===== src/rtl/tdm_pkg.sv =====
// Shared types and helpers for the TDM receive demultiplexer.
// Constants and functions only; no logic, no latency, no flow control.
package tdm_pkg;

   typedef enum logic {
      HUNT = 1'b0,
      RUN  = 1'b1
   } state_t;

   localparam int CH_DEF = 4;
   localparam int W_DEF  = 1;

   // Bit offset of channel k inside a packed frame of w-bit channels.
   function automatic int ch_offset(input int k, input int w);
      return k * w;
   endfunction

endpackage


===== src/rtl/tdm_slot_counter.sv =====
// Modulo-CH slot index with load-to-1 on lock/resync and terminal-count flag.
// Index is registered and updates on the edge after en/load; no backpressure.
module tdm_slot_counter #(
   parameter int CH    = 4,
   parameter int SEL_W = $clog2(CH)
) (
   input  logic             clk,
   input  logic             rst,
   input  logic             en,
   input  logic             load1,
   output logic [SEL_W-1:0] cnt,
   output logic             tc
);

   assign tc = (cnt == SEL_W'(CH - 1));

   always_ff @(posedge clk) begin
      if (rst) begin
         cnt <= '0;
      end else if (load1) begin
         cnt <= SEL_W'(1);
      end else if (en) begin
         cnt <= tc ? '0 : cnt + SEL_W'(1);
      end
   end

endmodule


===== src/rtl/tdm_demux4.sv =====
// Receive-side 4:1 TDM demux: frame appears on q one edge after its last slot.
// Unaccepted frames are overwritten by the next completion and flagged by overrun.
module tdm_demux4
   import tdm_pkg::*;
#(
   parameter int CH    = CH_DEF,
   parameter int W     = W_DEF,
   parameter int SEL_W = $clog2(CH)
) (
   input  logic              clk,
   input  logic              rst,
   input  logic              en,
   input  logic [W-1:0]      din,
   input  logic              frame_sync,
   output logic [CH*W-1:0]   q,
   output logic              out_valid,
   input  logic              out_ready,
   output logic [SEL_W-1:0]  slot,
   output logic              locked,
   output logic              sync_err,
   output logic              overrun
);

   state_t state_q, state_d;

   logic [(CH-1)*W-1:0] shadow;
   logic                tc;
   logic                sync_hit, hunt_lock, resync, advance, complete, load1;
   logic                wr_en;
   logic [SEL_W-1:0]    wr_idx;

   // A sync at slot 0 is the normal frame start and simply advances.
   always_comb begin
      sync_hit  = en & frame_sync;
      hunt_lock = (state_q == HUNT) & sync_hit;
      resync    = (state_q == RUN) & sync_hit & (slot != '0);
      advance   = (state_q == RUN) & en & ~resync;
      complete  = advance & tc;
      load1     = hunt_lock | resync;
      wr_en     = load1 | (advance & ~tc);
      wr_idx    = load1 ? '0 : slot;
   end

   always_comb begin
      state_d = state_q;
      if (hunt_lock) begin
         state_d = RUN;
      end
   end

   always_ff @(posedge clk) begin
      if (rst) begin
         state_q <= HUNT;
      end else begin
         state_q <= state_d;
      end
   end

   tdm_slot_counter #(
      .CH    (CH),
      .SEL_W (SEL_W)
   ) u_slot_counter (
      .clk   (clk),
      .rst   (rst),
      .en    (advance),
      .load1 (load1),
      .cnt   (slot),
      .tc    (tc)
   );

   always_ff @(posedge clk) begin
      if (rst) begin
         shadow <= '0;
      end else begin
         for (int k = 0; k < CH - 1; k++) begin
            if (wr_en && wr_idx == k[SEL_W-1:0]) begin
               shadow[ch_offset(k, W) +: W] <= din;
            end
         end
      end
   end

   // The last slot bypasses the shadow and lands in q on the same edge.
   always_ff @(posedge clk) begin
      if (rst) begin
         q         <= '0;
         out_valid <= 1'b0;
         sync_err  <= 1'b0;
         overrun   <= 1'b0;
         locked    <= 1'b0;
      end else begin
         sync_err <= resync;
         overrun  <= complete & out_valid & ~out_ready;
         locked   <= (state_d == RUN);
         if (complete) begin
            q         <= {din, shadow};
            out_valid <= 1'b1;
         end else if (out_valid && out_ready) begin
            out_valid <= 1'b0;
         end
      end
   end

endmodule


===== config.mk =====
export PLATFORM = sky130hd
export DESIGN_NAME = tdm_demux4
export DESIGN_NICKNAME = d
export VERILOG_FILES = /design/src/rtl/tdm_pkg.sv /design/src/rtl/tdm_slot_counter.sv /design/src/rtl/tdm_demux4.sv
export SDC_FILE = /design/constraint.sdc
export NUM_CORES = 1
export LEC_CHECK = 0
export CAP_MARGIN = 25
export CORE_MARGIN = 2
export CORE_UTILIZATION = 44
export CTS_CLUSTER_SIZE = 14
export DETAILED_ROUTE_END_ITERATION = 7
export GPL_TIMING_DRIVEN = 0
export PLACE_DENSITY = 0.81
export SLEW_MARGIN = 20
export SYNTH_ARGS = -nofsm -noshare
export SYNTH_HDL_FRONTEND = slang
export SYNTH_HIERARCHICAL = 1
export SYNTH_SLANG_ARGS = --single-unit

===== constraint.sdc =====
create_clock -name clk -period 1.9 [get_ports clk]
set_input_delay 0.475 -clock clk [delete_from_list [all_inputs] [get_ports clk]]
set_output_delay 0.475 -clock clk [all_outputs]
set_load 0.05 [all_outputs]

==> summary.txt, run 1 <==
Timing
  – Slew headroom: 0.6623
  – Clk_skew: between 0.004 and 0.005 ns
  – Period minus WS final: 1.853 ns
  – Hold slack final: 0.4664 ns
  – Max-slew violations: 0
  – Fmax: 539.7 MHz
  – Endpoints failing setup: 0
  – Worst slew pin tran: 0.5057 ns
  – Fin crit share: 0.9751
  – Setup_tns: 0 ns
  – Hold Vio Cnt, Final: 0
  – RSZ-0062 raised after global routing: no

Routing
  – Routed Antenna Nets: 0
  – WL/cell: 12.47 microns
  – Final wirelength: around 1.2 mm
  – DRC: 0
  – Vias: 500
  – First drt pass iteration count: 4
  – DR vias/cell: 5.376
  – Initial DRC count: 4

Pwr
  – Sw power: between 0.1 and 0.15 mW
  – P_int: 0.3891 mW
  – Clock group share of total power: 0.334
  – Sw Ratio: 0.2655
  – Comb pwr share: 0.125
  – Leak: 0.4041 nW
  – Worst vdd ir: about 0.37 mV
  – Part of the power in registers: 0.541
  – Pwr Density: approximately 660 nW/um^2

Logic synthesis
  – Mux share of post-synthesis cell area: 0.1179
  – Adder-cell area share of the yosys netlist: 0.02105
  – Post-Syn Area: between 500 and 600 sq um
  – Register area share after synthesis: 0.4379
  – Yosys reg bits: 13
  – Syn Inst Count: between 50 and 60
  – Synth cell types: 21
  – Post-synthesis average cell area: 10.07 sq um
  – Post-synthesis compound-gate area fraction: 0.08842
  – Xor-xnor portion of the synthesized cell area: 0
  – Main combinational cell family by area after synthesis: simple AND/OR/NAND/NOR gates
  – Post-Synth Simple-Gate Area: 0.3221
  – Synth Net Count: 66
  – Yosys warns: 6

Floorplan
  – Initial Util: 0.4625
  – Die H: 40.75 microns
  – Row cnt: 13
  – I/O pins: 16
  – DIE WIDTH: 40.75 microns
  – DIE AREA: 1661 sq um
  – Core area: 1285 sq um

Finish
  – Leading cell type in the layout, fill and taps excluded: dfxtp_1
  – Share of layout cells above drive strength 1: 0.07692
  – Antenna diodes: 0
  – Fin nets: 86
  – Area added between synthesis and finish: 34.95%
  – Fill cells: 119
  – Most frequent cells in the layout: dfxtp_1 (13), nand2b_1 (12), mux2i_1 (7)

Clocking
  – Clk pin slew, worst setup/hold paths: 0.09 ns
  – CTS Buffer Depth: 2
  – CTS buffer count: 3
  – Clock sink count: 13
  – Root buffer cell: clkbuf_4
  – H-tree levels: 1
  – Hold buffers post-CTS: 0
  – Clk Latency, worst-skew pair: roughly 0.28 ns
  – CTS tree: yes

Min path
  – Hold_sp: shadow[2]$_SDFFE_PP0P_
  – Type of the tightest min-delay check: reg -> reg

Worst setup path
  – CP startpoint kind: flip-flop
  – Worst R2R Start: u_slot_counter/cnt[1]$_SDFFE_PP0P_
  – Critical path fanouts, max: 1
  – Worst Path Arrival: 1.38 ns
  – Max stage delay on crit path: 0.79 ns
  – Top delay family on crit path: buffers and inverters
  – Critical path required time: 1.42 ns
  – Cells along the critical path: clkdlybuf4s50_1
  – WP buf/inv: 1
  – Critical path capture point type: primary output
  – Critical path class: reg -> out
  – Slowest CP cell: clkdlybuf4s50_1
  – Worst Setup SP: sync_err$_SDFF_PP0_

Run
  – Max-cap viol count: 0

Global routing
  – Gr usage total: 0.1653
  – Largest net degree at the start of global routing: 11
  – GRT overflow: 0
  – Initial antenna violation count: 0
  – First-pass GRT wire length: between 1.5 and 2 mm
  – Vias in the first global route: 401

Placed design
  – Port bufs: 15
  – Final GP Congestion: 0.7726

Outcome
  – Status: completed
-- cells by family after synthesis --
kind of cell | after synthesis
simple gates | 28
flops | 13
compound gates | 8
mux | 7
buf+inv | 2
fa+ha+maj | 1
-- metal layers --
metal,global-route usage,wire length (microns),part of all wire,vias to the layer above
li1,-,-,-,255
met1,0.1980,553,0.48,225
met2,0.2540,506,0.44,16
met3,0.03804,69,0.059,4
met4,0.1250,30,0.026,0
met5,0,0,0,-
-- repair_timing --
action,in CTS,in global routing
endpoints found under the hold margin,0,0
resized for setup,3,7
setup endpoints to repair,3,7
setup buffers,0,0
-- cell type report --
cell class | count | area (sq um) | area share
repair buffers | 15 | 162.7 | 0.2028
clock buffers | 4 | 26.28 | 0.03276
inverters | 1 | 3.754 | 0.004680
plain buffers | 1 | 3.754 | 0.004680
multi-input cells | 44 | 326.6 | 0.4072
well taps | 15 | 18.77 | 0.02340
flip-flops and latches | 13 | 260.3 | 0.3245
-- power by group through the flow --
stage               Combinational, mW  Clock (mW)  Sequential [mW]
floorplan                      0.0281           0            0.305
global placement               0.0675           0            0.293
detailed placement             0.0687           0            0.293
CTS                            0.0664       0.181            0.286
global route                   0.0722       0.186            0.288
finish                         0.0662       0.177            0.286
-- cells in the mapped netlist --
cell type  instances  area, sq um
dfxtp_1           13        260.3
nand2b_1          12        75.07
mux2i_1            7        70.07
a21oi_1            4        20.02
nor3_1             3        15.01
nand2_1            2        7.510
nand4b_1           2        17.52
nor2_1             2        7.510
o41ai_1            2        17.52
a31oi_1            1        6.260
and4_1             1        8.760
and4bb_1           1        12.51
clkbuf_1           1        3.750
ha_1               1        12.51
inv_1              1        3.750
nand4_2            1        12.51
nor2b_1            1        6.260
nor3b_2            1        12.51
o21ai_2            1        8.760
or2b_1             1        7.510
or3b_1             1        8.760
-- path summary, 6_finish.rpt --
kind                            cells after the start                            endpoint  slack, ns
worst max register to register                      4  u_slot_counter/cnt[0]$_SDFFE_PP0P_       0.39
worst max-delay path                                1                            sync_err       0.05
worst min register to register                      2              shadow[2]$_SDFFE_PP0P_       0.47
worst min-delay path                                2              shadow[2]$_SDFFE_PP0P_       0.47
-- registers in the layout, summed over array words and instances, names as in the netlist --
signal / flops
q: 4
locked: 1
u_slot_counter/cnt: 2
overrun: 1
sync_err: 1
shadow: 3
out_valid: 1
-- metrics by stage --
step	instance area (sq um)	instances	setup slack [ns]	power [mW]	utilization
finish	802.0	93	0.04727	0.5297	0.6241
global route	802.0	93	0.003656	0.5463	0.6241
CTS	785.8	93	0.001851	0.5337	0.6115
detailed placement	763.2	89	-0.1754	0.3616	0.5940
global placement	763.2	89	-0.1146	0.3601	0.5940
floorplan	594.3	59	0.2536	0.3327	-
Power figures use the tool's default switching activity.
==> run 2, diff against run 1 <==
CTS_BUF_LIST = sky130_fd_sc_hd__clkbuf_4 sky130_fd_sc_hd__clkbuf_8   (was not set)
==> run 2 against run 1 <==
Fmax fell by 0.22%. Clock skew barely moved. Count of clock-buffer cells in the layout did not move. Worst hold slack barely moved. Global-route usage fell by 0.26 points. Critical path type unchanged. Largest power group unchanged.
==> summary.txt, run 2 (same netlist as run 1, synthesis figures left out) <==
Outcome
  – Status: completed

Timing
  – Clk_skew: 0.004355 ns
  – Period minus WS final: 1.857 ns
  – Hold Vio Cnt, Final: 0
  – RSZ-0062 raised after global routing: no
  – Endpoints failing setup: 0
  – Max-slew violations: 0
  – Fmax: 538.6 MHz
  – Setup_tns: 0 ns
  – Slew headroom: 0.6623
  – Fin crit share: 0.9773
  – Post-route setup slack: between 0.04 and 0.05 ns
  – Worst slew pin tran: 0.5057 ns

Floorplan
  – DIE WIDTH: 40.75 microns
  – Row cnt: 13
  – I/O pins: 16
  – Initial Util: 0.4625
  – Die H: ~41 microns
  – Core area: between 1000 and 1500 sq um
  – DIE AREA: 1661 sq um

Worst setup path
  – Max stage delay on crit path: approximately 0.79 ns
  – Critical path capture point type: primary output
  – Cells along the critical path: clkdlybuf4s50_1
  – CP startpoint kind: flip-flop
  – Top delay family on crit path: buffers and inverters
  – WP buf/inv: 1
  – Critical path class: reg -> out
  – Worst Setup SP: sync_err$_SDFF_PP0_
  – Worst Path Arrival: 1.38 ns
  – Slowest CP cell: clkdlybuf4s50_1
  – Worst R2R Path Depth: 4
  – Worst R2R Start: u_slot_counter/cnt[1]$_SDFFE_PP0P_
  – Crit path depth: 1
  – Critical path fanouts, max: 1
  – Critical path required time: 1.42 ns

Min path
  – Hold_sp: shadow[2]$_SDFFE_PP0P_
  – Worst hold stages: 2
  – Type of the tightest min-delay check: reg -> reg

Routing
  – Initial DRC count: 6
  – M1 wire length: 566 microns
  – Met3 Routed Length: 70 microns
  – First drt pass iteration count: 4
  – DRC: 0
  – WL/cell: 12.42 microns
  – Vias: between 400 and 500
  – Met2 wire len: 473 microns
  – Final wirelength: approximately 1.2 mm
  – Routed Antenna Nets: 0
  – DR vias/cell: around 5.3
  – Highest Signal Layer: met4

Clocking
  – CTS tree: yes
  – Clock sink count: 13
  – Clk Latency, worst-skew pair: 0.28 ns
  – CTS Buffer Depth: 2
  – Root buffer cell: clkbuf_4
  – Post-CTS Setup Bufs: 0
  – H-tree levels: 1
  – Hold buffers post-CTS: 0
  – CTS buffer count: 3
  – Clk pin slew, worst setup/hold paths: 0.09 ns

Finish
  – Fin nets: 86
  – Fill cells: 120
  – Layout Cells excl Fill: 93
  – Leading cell type in the layout, fill and taps excluded: dfxtp_1
  – Max FFs per register: 4
  – Antenna diodes: 0
  – Top Registers: q (4), shadow (3), u_slot_counter/cnt (2)
  – Most frequent cells in the layout: dfxtp_1 (13), nand2b_1 (12), mux2i_1 (7)
  – Largest register by flop count: q
  – Design Area, Final: 805.8 sq um
  – Share of layout cells above drive strength 1: 0.08974
  – Area added between synthesis and finish: 35.58%
  – Reg area: ~260 sq um
  – Footprint of the multi-input gates: 326.6 sq um
  – Final Util: 0.6271

Global routing
  – Gr usage total: 0.1627
  – GRT overflow: 0
  – Largest net degree at the start of global routing: 11
  – Initial antenna violation count: 0
  – First-pass GRT wire length: 1.690 mm
  – Vias in the first global route: 397

Pwr
  – Leak: 0.4075 nW
  – Pwr Density: 678.0 nW/um^2
  – Worst vdd ir: 0.3846 mV

Placed design
  – Placement Setup Slack: -0.1754 ns
  – Final GP Congestion: just under 0.8
  – Placed instance count: 89
  – Port bufs: 15
  – Post-DP Area: between 700 and 800 sq um

Run
  – Max-cap viol count: 0
==> run 2: worst paths after layout <==
path / end / slack, ns
worst max-delay path: sync_err / 0.04
worst min register to register: shadow[2]$_SDFFE_PP0P_ / 0.47
worst min-delay path: shadow[2]$_SDFFE_PP0P_ / 0.47
worst max register to register: u_slot_counter/cnt[0]$_SDFFE_PP0P_ / 0.39
==> run 2: worst register-to-register path, cell delays in order, from the launching register on <==
cell and delay (ns):
dfxtp_1 0.41, o21ai_2 0.23, nor2b_1 0.27, or3b_1 0.37
a31oi_1 0.16
==> run 2: layout make-up <==
cell class	instances	area share
Multi-Input combinational cell	44	0.4053
Sequential cell	13	0.3230
Timing Repair Buffer	15	0.2019
Clock buffer	4	0.03727
Tap cell	15	0.02329
Buffer	1	0.004658
Inverter	1	0.004658
==> run 2: per-layer routing <==
layer | track usage | vias to the layer above
li1 | - | 254
met1 | 0.1967 | 217
met2 | 0.2460 | 17
met3 | 0.03804 | 6
met4 | 0.1250 | 0
met5 | 0 | -
==> run 2: power by group <==
part           switching [mW]  internal, mW  leakage (nW)  total [mW]
registers             0.00891         0.278         0.105       0.287
clock network          0.0977        0.0958        0.0184       0.194
logic                  0.0362        0.0300         0.284      0.0662
==> run 2: repair_timing <==
| action | CTS | global route |
|---|---|---|
| gates cloned | 0 | 0 |
| setup endpoints to repair | 3 | 7 |
| resized for setup | 3 | 7 |
| hold endpoints to repair | 0 | 0 |
==> run 2: metrics by stage <==
step	total power [mW]	hold slack, ns
CTS	0.5481	0.4672
global placement	0.3601	0.4574
global route	0.5604	0.4800
detailed placement	0.3616	0.4552
floorplan	0.3327	0.4430
finish	0.5463	0.4661
